$ cat src/rtl/uart_hex_loader_if.sv
// RAM write port plus status pulses produced by the UART hex loader.
interface uart_hex_loader_if #(
  parameter int ADDR_W = 11
);
  logic [ADDR_W-1:0] WrAddress;
  logic [7:0]        WrData;
  logic              WrEnable;
  logic              RecordDone;
  logic              FrameError;
  logic              SyntaxError;

  modport master (
    output WrAddress, WrData, WrEnable, RecordDone, FrameError, SyntaxError
  );

  modport slave (
    input  WrAddress, WrData, WrEnable, RecordDone, FrameError, SyntaxError
  );
endinterface

$ cat src/rtl/uart_hex_loader.sv
// UART receiver + "$AAAA#HH HH ..<CR>" record parser driving a byte-wide RAM write port.
module uart_hex_loader #(
  parameter int CLK_HZ = 24000000,
  parameter int BAUD   = 115200,
  parameter int ADDR_W = 11
) (
  input  logic                  clk,
  input  logic                  RESET_n,
  input  logic                  RxPin,
  uart_hex_loader_if.master     wr
);
  localparam int DIV = CLK_HZ / BAUD;
  localparam int CW  = $clog2(DIV + 1);
  localparam logic [CW-1:0] HALF_C  = CW'(DIV / 2);
  localparam logic [CW-1:0] DIVM1_C = CW'(DIV - 1);

  typedef enum logic [1:0] {RX_IDLE, RX_START, RX_DATA, RX_STOP} rx_st_t;
  typedef enum logic [2:0] {P_HUNT, P_ADDR, P_HASH, P_HI, P_LO} p_st_t;

  // Returns {valid, nibble}; 'A'-'F' and 'a'-'f' share low bits 1..6.
  function automatic logic [4:0] hex_dec(input logic [7:0] c);
    logic [4:0] r;
    r = '0;
    if (c >= 8'h30 && c <= 8'h39)
      r = {1'b1, c[3:0]};
    else if ((c >= 8'h41 && c <= 8'h46) || (c >= 8'h61 && c <= 8'h66))
      r = {1'b1, c[3:0] + 4'd9};
    return r;
  endfunction

  logic          rx_s1, rx_s2, armed;
  rx_st_t        rx_st;
  logic [CW-1:0] cnt;
  logic [2:0]    bit_cnt;
  logic [7:0]    shreg, rx_byte;
  logic          rx_valid;

  p_st_t             p_st;
  logic [1:0]        dcnt;
  logic [3:0]        hi_nib;
  logic [ADDR_W-1:0] addr_q;
  logic [4:0]        hx;

  assign hx = hex_dec(rx_byte);

  // Two-flop synchronizer; resets low so a line held low at release is never taken as a start.
  always_ff @(posedge clk or negedge RESET_n) begin
    if (!RESET_n) begin
      rx_s1 <= 1'b0;
      rx_s2 <= 1'b0;
    end else begin
      rx_s1 <= RxPin;
      rx_s2 <= rx_s1;
    end
  end

  // 8N1 receiver: mid-bit sampling, glitch rejection on the start bit, frame error on low stop.
  always_ff @(posedge clk or negedge RESET_n) begin
    if (!RESET_n) begin
      rx_st         <= RX_IDLE;
      cnt           <= '0;
      bit_cnt       <= '0;
      shreg         <= '0;
      rx_byte       <= '0;
      rx_valid      <= 1'b0;
      armed         <= 1'b0;
      wr.FrameError <= 1'b0;
    end else begin
      rx_valid      <= 1'b0;
      wr.FrameError <= 1'b0;
      case (rx_st)
        RX_IDLE: begin
          if (rx_s2) armed <= 1'b1;
          if (armed && !rx_s2) begin
            rx_st <= RX_START;
            cnt   <= '0;
          end
        end
        RX_START: begin
          if (cnt == HALF_C) begin
            cnt     <= '0;
            bit_cnt <= '0;
            rx_st   <= rx_s2 ? RX_IDLE : RX_DATA;
          end else cnt <= cnt + CW'(1);
        end
        RX_DATA: begin
          if (cnt == DIVM1_C) begin
            cnt     <= '0;
            shreg   <= {rx_s2, shreg[7:1]};
            bit_cnt <= bit_cnt + 3'd1;
            if (bit_cnt == 3'd7) rx_st <= RX_STOP;
          end else cnt <= cnt + CW'(1);
        end
        RX_STOP: begin
          if (cnt == DIVM1_C) begin
            cnt <= '0;
            if (rx_s2) begin
              rx_valid <= 1'b1;
              rx_byte  <= shreg;
            end else wr.FrameError <= 1'b1;
            rx_st <= RX_IDLE;
          end else cnt <= cnt + CW'(1);
        end
        default: rx_st <= RX_IDLE;
      endcase
    end
  end

  // Record parser; the header digits shift straight into the address register since
  // no write can happen before the fourth digit reloads it completely.
  always_ff @(posedge clk or negedge RESET_n) begin
    if (!RESET_n) begin
      p_st           <= P_HUNT;
      dcnt           <= '0;
      hi_nib         <= '0;
      addr_q         <= '0;
      wr.WrAddress   <= '0;
      wr.WrData      <= '0;
      wr.WrEnable    <= 1'b0;
      wr.RecordDone  <= 1'b0;
      wr.SyntaxError <= 1'b0;
    end else begin
      wr.WrEnable    <= 1'b0;
      wr.RecordDone  <= 1'b0;
      wr.SyntaxError <= 1'b0;
      if (rx_valid && rx_byte != 8'h0A) begin
        if (rx_byte == 8'h24) begin
          p_st <= P_ADDR;
          dcnt <= '0;
        end else begin
          case (p_st)
            P_HUNT: ;
            P_ADDR: begin
              if (hx[4]) begin
                addr_q <= {addr_q[ADDR_W-5:0], hx[3:0]};
                dcnt   <= dcnt + 2'd1;
                if (dcnt == 2'd3) p_st <= P_HASH;
              end else begin
                wr.SyntaxError <= 1'b1;
                p_st           <= P_HUNT;
              end
            end
            P_HASH: begin
              if (rx_byte == 8'h23) p_st <= P_HI;
              else begin
                wr.SyntaxError <= 1'b1;
                p_st           <= P_HUNT;
              end
            end
            P_HI: begin
              if (rx_byte == 8'h20) ;
              else if (rx_byte == 8'h0D) begin
                wr.RecordDone <= 1'b1;
                p_st          <= P_HUNT;
              end else if (hx[4]) begin
                hi_nib <= hx[3:0];
                p_st   <= P_LO;
              end else begin
                wr.SyntaxError <= 1'b1;
                p_st           <= P_HUNT;
              end
            end
            P_LO: begin
              if (hx[4]) begin
                wr.WrData    <= {hi_nib, hx[3:0]};
                wr.WrAddress <= addr_q;
                wr.WrEnable  <= 1'b1;
                addr_q       <= addr_q + ADDR_W'(1);
                p_st         <= P_HI;
              end else begin
                wr.SyntaxError <= 1'b1;
                p_st           <= P_HUNT;
              end
            end
            default: p_st <= P_HUNT;
          endcase
        end
      end
    end
  end
endmodule

$ cat src/flat_wrapper.sv
// flat-port wrapper written by rule: the top's interface ports become plain ports
module uart_hex_loader_flat 
#(
  parameter int CLK_HZ = 24000000,
  parameter int BAUD   = 115200,
  parameter int ADDR_W = 11
)
  (clk, RESET_n, RxPin, wr_WrAddress, wr_WrData, wr_WrEnable, wr_RecordDone, wr_FrameError, wr_SyntaxError);
  uart_hex_loader_if #(.ADDR_W(ADDR_W)) wr_i ();
  input  logic clk;
  input  logic RESET_n;
  input  logic RxPin;
  output wire logic [$bits(wr_i.WrAddress)-1:0] wr_WrAddress;
  output wire logic [$bits(wr_i.WrData)-1:0] wr_WrData;
  output wire logic [$bits(wr_i.WrEnable)-1:0] wr_WrEnable;
  output wire logic [$bits(wr_i.RecordDone)-1:0] wr_RecordDone;
  output wire logic [$bits(wr_i.FrameError)-1:0] wr_FrameError;
  output wire logic [$bits(wr_i.SyntaxError)-1:0] wr_SyntaxError;
  assign wr_WrAddress = wr_i.WrAddress;
  assign wr_WrData = wr_i.WrData;
  assign wr_WrEnable = wr_i.WrEnable;
  assign wr_RecordDone = wr_i.RecordDone;
  assign wr_FrameError = wr_i.FrameError;
  assign wr_SyntaxError = wr_i.SyntaxError;
  uart_hex_loader #(.CLK_HZ(CLK_HZ), .BAUD(BAUD), .ADDR_W(ADDR_W)) u_core (.clk(clk), .RESET_n(RESET_n), .RxPin(RxPin), .wr(wr_i));
endmodule
$ cat config.mk
export PLATFORM = sky130hd
export DESIGN_NAME = uart_hex_loader_flat
export DESIGN_NICKNAME = d
export VERILOG_FILES = /design/src/rtl/uart_hex_loader_if.sv /design/src/rtl/uart_hex_loader.sv /design/src/flat_wrapper.sv
export SDC_FILE = /design/constraint.sdc
export NUM_CORES = 1
export LEC_CHECK = 0
export ABC_AREA = 1
export ABC_CLOCK_PERIOD_IN_PS = 1800
export CORE_MARGIN = 2
export CORE_UTILIZATION = 54
export CTS_CLUSTER_SIZE = 14
export DETAILED_ROUTE_END_ITERATION = 8
export GPL_ROUTABILITY_DRIVEN = 0
export PLACE_DENSITY = 0.82
export SYNTH_ARGS = -nofsm -noshare
export SYNTH_HDL_FRONTEND = slang
export SYNTH_SLANG_ARGS = --single-unit
$ cat constraint.sdc
create_clock -name clk -period 1.8 [get_ports clk]
set_input_delay 0.27 -clock clk [delete_from_list [all_inputs] [get_ports clk]]
set_output_delay 0.27 -clock clk [all_outputs]
set_load 0.02 [all_outputs]
==> impl_metrics.toml, run 1 <==
[outcome]
status = "finished, final reports clean"

[layout]
multiInputGateArea_sq_mm = 0.00196
area_growth_pct = 21.7
diodes = 0
fillers = 554
utilization_pct = 68.2
drive_gt1_share_pct = 14.4
nets = 598
seqCellArea_sq_mm = 0.00191
final_area_sq_mm = 0.00495

[timing]
grt_setup_unrepaired = "yes"
period_share_pct = 98.1
hold_viol = 0
skew_ns = 0.0127
worst_slew_pin_slew_ns = 0.473
slew_violations = 0
layout_min_cycle_time_ns = 1.77
maxSlewHeadroom_pct = 68.4
fmax_mhz = 566
setup_viol = 0

[drt]
vias_per_cell = 5.22
wl_um = 9030
detail-route-antenna-nets = 0
first_pass_iters = 7
via_count = 3569
initialDrtViolationCount = 224
drcViolationCount = 0
wl_per_cell_um = 13.2

[power]
p_per_area_mw_per_mm2 = 750
clock_power_share_pct = 40.1
p_int_mw = 2.74
power.leakage_nw = 2.52
power.switching_mw = 0.970
ir_drop_uv = 588
seqPwrFrac_pct = 48.0
pwr-share-comb_pct = 11.8
switching_share_pct = 26.2

[placed_design]
portBuffers = 25
placed_area_sq_mm = 0.00450
dpl.hpwl_um = 6230

[yosys]
synth-main-ff-cell = "dfrtp_1"
synth_area_sq_mm = 0.00407
synth_cell_type_count = 27
postSynthAreaPerCell_sq_um = 7.67
synth.top_cell.area_share_pct = 46.8
yosys_warnings = 0
synth-seq-cells = 76
ys_seq_area_share_pct = 46.8
yosysMostFrequentCell = "nand2_1"
synthArstFlopShare_pct = 100
synth_top_area_cell = "dfrtp_1"
syn_inst = 530
ys_top_cells_by_count = "nand2_1 (203), dfrtp_1 (76), inv_1 (56)"
syn_nets = 548
synth.top_cells.by_area = "dfrtp_1 (47%), nand2_1 (19%), inv_1 (5.2%), nand3_1 (5.2%), ha_1 (4.6%)"
synth_edf_count = 0

[critical_path]
cp_cell_sequence = "inv_4, ha_4, inv_4, nand3_4, nand3_4, nand2_4, nand2_8, nor2_4, clkbuf_16, nand2_1, nand2_1"
path_max_fanout = 7
crit_arrival_ns = 2.05
cpPeakStageDelay_ns = 0.46
endpoint_kind = "flop"
critical_path_required_ns = 2.09
critPathBufInv = 3
cp-start-kind = "flop"
worstSetupPathType = "reg -> reg"
crit_cells = 11
slowest_stage = "dfrtp_2"
crit_family = "simple AND/OR/NAND/NOR gates"
r2r_cells = 11

[grt]
grt-ovfl-total = 0
grt_max_degree = 38
track_usage_pct = 21.9
grt_pass1_vias = 3361
grt_pass1_wl_um = 14700
antenna_found_initial = 0

[clocking]
clk_pin_slew_ns = 0.08
numCtsBuffers = 9
root_buffer = "clkbuf_8"
clk_latency_ns = 0.35
cts_tree = "built"
cts.sinks = 76
cts-htree-levels = 3
clk_path_buf_depth = 2

[die]
initial_core_util_pct = 56.1
die_h_um = 90.8
placementRows = 31
core_area_sq_mm = 0.00725
die_area_sq_mm = 0.00824
die_x_um = 90.8
ios = 26

[hold_path]
holdPathStages = 0
hp-class = "reg -> reg"

[run]
max_cap_violations = 0
## registers in the layout, indices dropped and copies added, names as in the netlist, 2 cells and up, named ones only
signal	flops
u_core.p_st	3
u_core.addr_q	11
u_core.rx_byte	8
u_core.bit_cnt	3
u_core.cnt	8
u_core.hi_nib	4
u_core.shreg	8
u_core.wr.WrAddress	11
u_core.wr.WrData	8
u_core.dcnt	2
## timing repair
action | 4_1_cts | 5_1_grt
hold endpoints to repair | 35 | 0
buffers inserted | 0 | 9
hold buffers | 1 | 0
resized for setup | 2 | 35
setup endpoints to repair | 5 | 59
cloned | 0 | 1
pin swaps | 0 | 7
## stage by stage
stage | setup WS [ns] | power, mW | TNS, ns | cells | hold WS, ns
after CTS | 0.0176 | 3.73 | 0 | 674 | 0.348
after floorplan | 0.0747 | 2.12 | 0 | 530 | -0.0256
after global routing | -0.0498 | 3.88 | -0.346 | 684 | 0.344
final | 0.0339 | 3.71 | 0 | 684 | 0.354
after global placement | 0.105 | 2.23 | 0 | 657 | 0.257
after detailed placement | -0.0375 | 2.25 | -0.103 | 657 | 0.258
## metal layers
| metal | vias to the layer above | GRT usage, % | share of wire [%] | wire length (um) |
|---|---|---|---|---|
| li1 | 1774 | - | - | - |
| met1 | 1657 | 27.8 | 43 | 3860 |
| met5 | - | 0 | 0 | 0 |
| met2 | 115 | 36.4 | 50 | 4540 |
| met3 | 23 | 3.42 | 4.2 | 376 |
| met4 | 0 | 11.1 | 2.7 | 248 |
## cells by family (layout without fill, tap and decap cells)
kind of cell               after synthesis  count (layout)  synth area share [%]
xor gates and xnor gates                 8               8                  1.72
adders and majority gates               15              15                  4.62
AOI/OAI and AO/OA                       46              46                  6.03
buffers and inverters                   73             128                  7.42
and+or+nand+nor                        312             312                  33.4
DFF                                     76              76                  46.8
## final timing paths
path,from,to,slack [ns]
max in group asynchronous,RESET_n,u_core.bit_cnt[2],0.80
min,u_core.rx_s1,u_core.rx_s2,0.35
min in group asynchronous,RESET_n,u_core.wr.WrAddress[4],0.41
min reg2reg,u_core.rx_s1,u_core.rx_s2,0.35
max,u_core.rx_byte[1],u_core.addr_q[10],0.03
max reg2reg,u_core.rx_byte[1],u_core.addr_q[10],0.03
## power by group through the flow
stage	Clock (mW)	Combinational, mW	Sequential (mW)
2_1_floorplan	0	0.310	1.81
3_3_place_gp	0	0.422	1.81
3_5_place_dp	0	0.433	1.81
4_1_cts	1.51	0.434	1.78
5_1_grt	1.59	0.505	1.79
6_report	1.49	0.438	1.78
## area by class of cell
cell class / instances / share of cell area (%)
multi-input cells: 381 / 39.6
flip-flops and latches: 76 / 38.5
repair buffers: 50 / 9.71
inverters: 62 / 4.91
clock buffers: 11 / 3.06
well taps: 99 / 2.50
clock inverters: 5 / 1.67
## cell usage in the layout (no fill, tap or decap), drive strengths merged
cell type,n
nand2,207
dfrtp,76
inv,63
nand3,44
nor2,38
o21ai,35
clkdlybuf4s50,24
buf,24
nand4,17
ha,15
clkbuf,12
a21oi,11
xor2,7
nor3,4
nand3b,2
bufinv,2
clkinv,2
xnor2,1
dlygate4sd3,1
## worst register-to-register path, stage by stage, from the launching register on
cell and delay [ns]:
dfrtp_2 0.46, inv_4 0.09, ha_4 0.18, inv_4 0.05
nand3_4 0.08, nand3_4 0.08, nand2_4 0.11, nand2_8 0.08
nor2_4 0.26, clkbuf_16 0.21, nand2_1 0.05, nand2_1 0.05
(Power assumes the default switching activity.)
==> run 2, diff against run 1 <==
--- a/config.mk
+++ b/config.mk
@@ -13,6 +13,7 @@
 export DETAILED_ROUTE_END_ITERATION = 8
 export GPL_ROUTABILITY_DRIVEN = 0
 export PLACE_DENSITY = 0.82
+export RECOVER_POWER = 50
 export SYNTH_ARGS = -nofsm -noshare
 export SYNTH_HDL_FRONTEND = slang
 export SYNTH_SLANG_ARGS = --single-unit
==> impl_metrics.toml, run 2 (synthesis results as in run 1) <==
[die]
die_x_um = 90.8
ios = 26
placementRows = 31
die_h_um = 90.8
core_area_sq_mm = 0.00725
die_area_sq_mm = 0.00824
initial_core_util_pct = 56.1

[drt]
via_count = 3582
wl_per_cell_um = 13.3
drcViolationCount = 0
first_pass_iters = 5
initialDrtViolationCount = 197
vias_per_cell = 5.24
wl_um = 9070
detail-route-antenna-nets = 0

[grt]
grt-ovfl-total = 0
track_usage_pct = 21.9
antenna_found_initial = 0
grt_pass1_wl_um = 14700
grt_pass1_vias = 3361
grt_max_degree = 38

[layout]
drive_gt1_share_pct = 14.4
nets = 598
instances_no_fill = 684
reg_top3 = "u_core.addr_q (11), u_core.wr.WrAddress (11)"
area_growth_pct = 21.3
layout_commonest_cell = "nand2_1"
diodes = 0
layout_common_cells = "nand2_1 (199), dfrtp_1 (73), inv_1 (48), nand3_1 (40), o21ai_0 (31)"
fillers = 558

[clocking]
cts.sinks = 76
cts_tree = "built"
cts-htree-levels = 3
clk_pin_slew_ns = 0.08
root_buffer = "clkbuf_8"
clk_latency_ns = 0.35
numCtsBuffers = 9
clk_path_buf_depth = 2

[timing]
setup_viol = 0
maxSlewHeadroom_pct = 41.2
skew_ns = 0.0132
layout_min_cycle_time_ns = 1.77
grt_setup_unrepaired = "yes"
slew_violations = 0
hold_viol = 0
timing.hold.ws_ns = 0.354
fmax_mhz = 565
worst_slew_pin_slew_ns = 0.883
period_share_pct = 98.3

[critical_path]
path_max_fanout = 7
reg2reg_from = "u_core.rx_byte[1]"
crit_family = "simple AND/OR/NAND/NOR gates"
critical_path_required_ns = 2.09
cp_cell_sequence = "inv_4, ha_4, inv_4, nand3_4, nand3_4, nand2_4, nand2_8, nor2_4, clkbuf_16, nand2_1, nand2_1"
endpoint_kind = "flop"
slowest_stage = "dfrtp_2"
worstSetupPathType = "reg -> reg"
crit_arrival_ns = 2.06
critPathBufInv = 3
critPathLaunch = "u_core.rx_byte[1]"
cp-start-kind = "flop"
cpPeakStageDelay_ns = 0.46

[placed_design]
post-place-cells = 657
dpl.hpwl_um = 6230
portBuffers = 25

[power]
power.leakage_nw = 2.52
ir_drop_uv = 588
p_per_area_mw_per_mm2 = 751
power_mw = 3.70

[outcome]
status = "finished, final reports clean"

[hold_path]
holdCritStartpoint = "u_core.rx_s1"
hp-class = "reg -> reg"

[run]
max_cap_violations = 0
run 2: layer usage:
layer  global-route usage, %  wire length (um)  vias up
met1                    27.8              3850     1656
met2                    36.4              4540      123
met5                       0                 0        -
met3                    3.42               388       30
met4                    11.1               293        0
li1                        -                 -     1773
run 2: path summary, 6_finish.rpt:
path / cells after the start / slack [ns] / end
max in group asynchronous: 3 / 0.25 / u_core.rx_byte[3]
hold reg to reg: 0 / 0.35 / u_core.rx_s2
setup / recovery: 11 / 0.03 / u_core.addr_q[10]
setup reg to reg: 11 / 0.03 / u_core.addr_q[10]
min in group asynchronous: 2 / 0.56 / u_core.wr.WrAddress[4]
hold / removal: 0 / 0.35 / u_core.rx_s2
run 2: power by group:
part	total (mW)	switching, mW	internal (mW)	leakage [nW]
Clock	1.49	0.627	0.861	0.120
Combinational	0.432	0.302	0.130	1.36
Sequential	1.78	0.0400	1.74	1.04
run 2: repair_timing:
action / 4_1_cts / 5_1_grt
hold buffers: 1 / 0
pin swaps: 0 / 7
hold endpoints to repair: 35 / 0
endpoints found under the setup margin: 5 / 59
gates cloned: 0 / 1
resized for setup: 2 / 35
buffers inserted: 0 / 9
run 2: area by class of cell:
type	instances	area (sq um)	share of cell area (%)
clock buffers	11	151	3.07
clock inverters	5	82.6	1.67
inverters	62	243	4.92
multi-input cells	381	1960	39.8
flip-flops and latches	76	1910	38.6
well taps	99	124	2.51
repair buffers	50	463	9.39
run 2: per-stage QoR:
stage	cell area [sq um]	setup WS (ns)	util (%)	TNS, ns
floorplan	4070	0.0747	-	0
global placement	4500	0.105	62.1	0
detailed placement	4500	-0.0375	62.1	-0.103
CTS	4750	0.0176	65.4	0
global route	4930	-0.0498	68.0	-0.346
finish	4930	0.0307	68.0	0
==> run 3, diff against run 2 <==
--- a/config.mk
+++ b/config.mk
@@ -6,7 +6,6 @@
 export NUM_CORES = 1
 export LEC_CHECK = 0
 export ABC_AREA = 1
-export ABC_CLOCK_PERIOD_IN_PS = 1800
 export CORE_MARGIN = 2
 export CORE_UTILIZATION = 54
 export CTS_CLUSTER_SIZE = 14
==> results of run 3 <==
The final DEF is identical to that of run 2; final timing and power are the same.
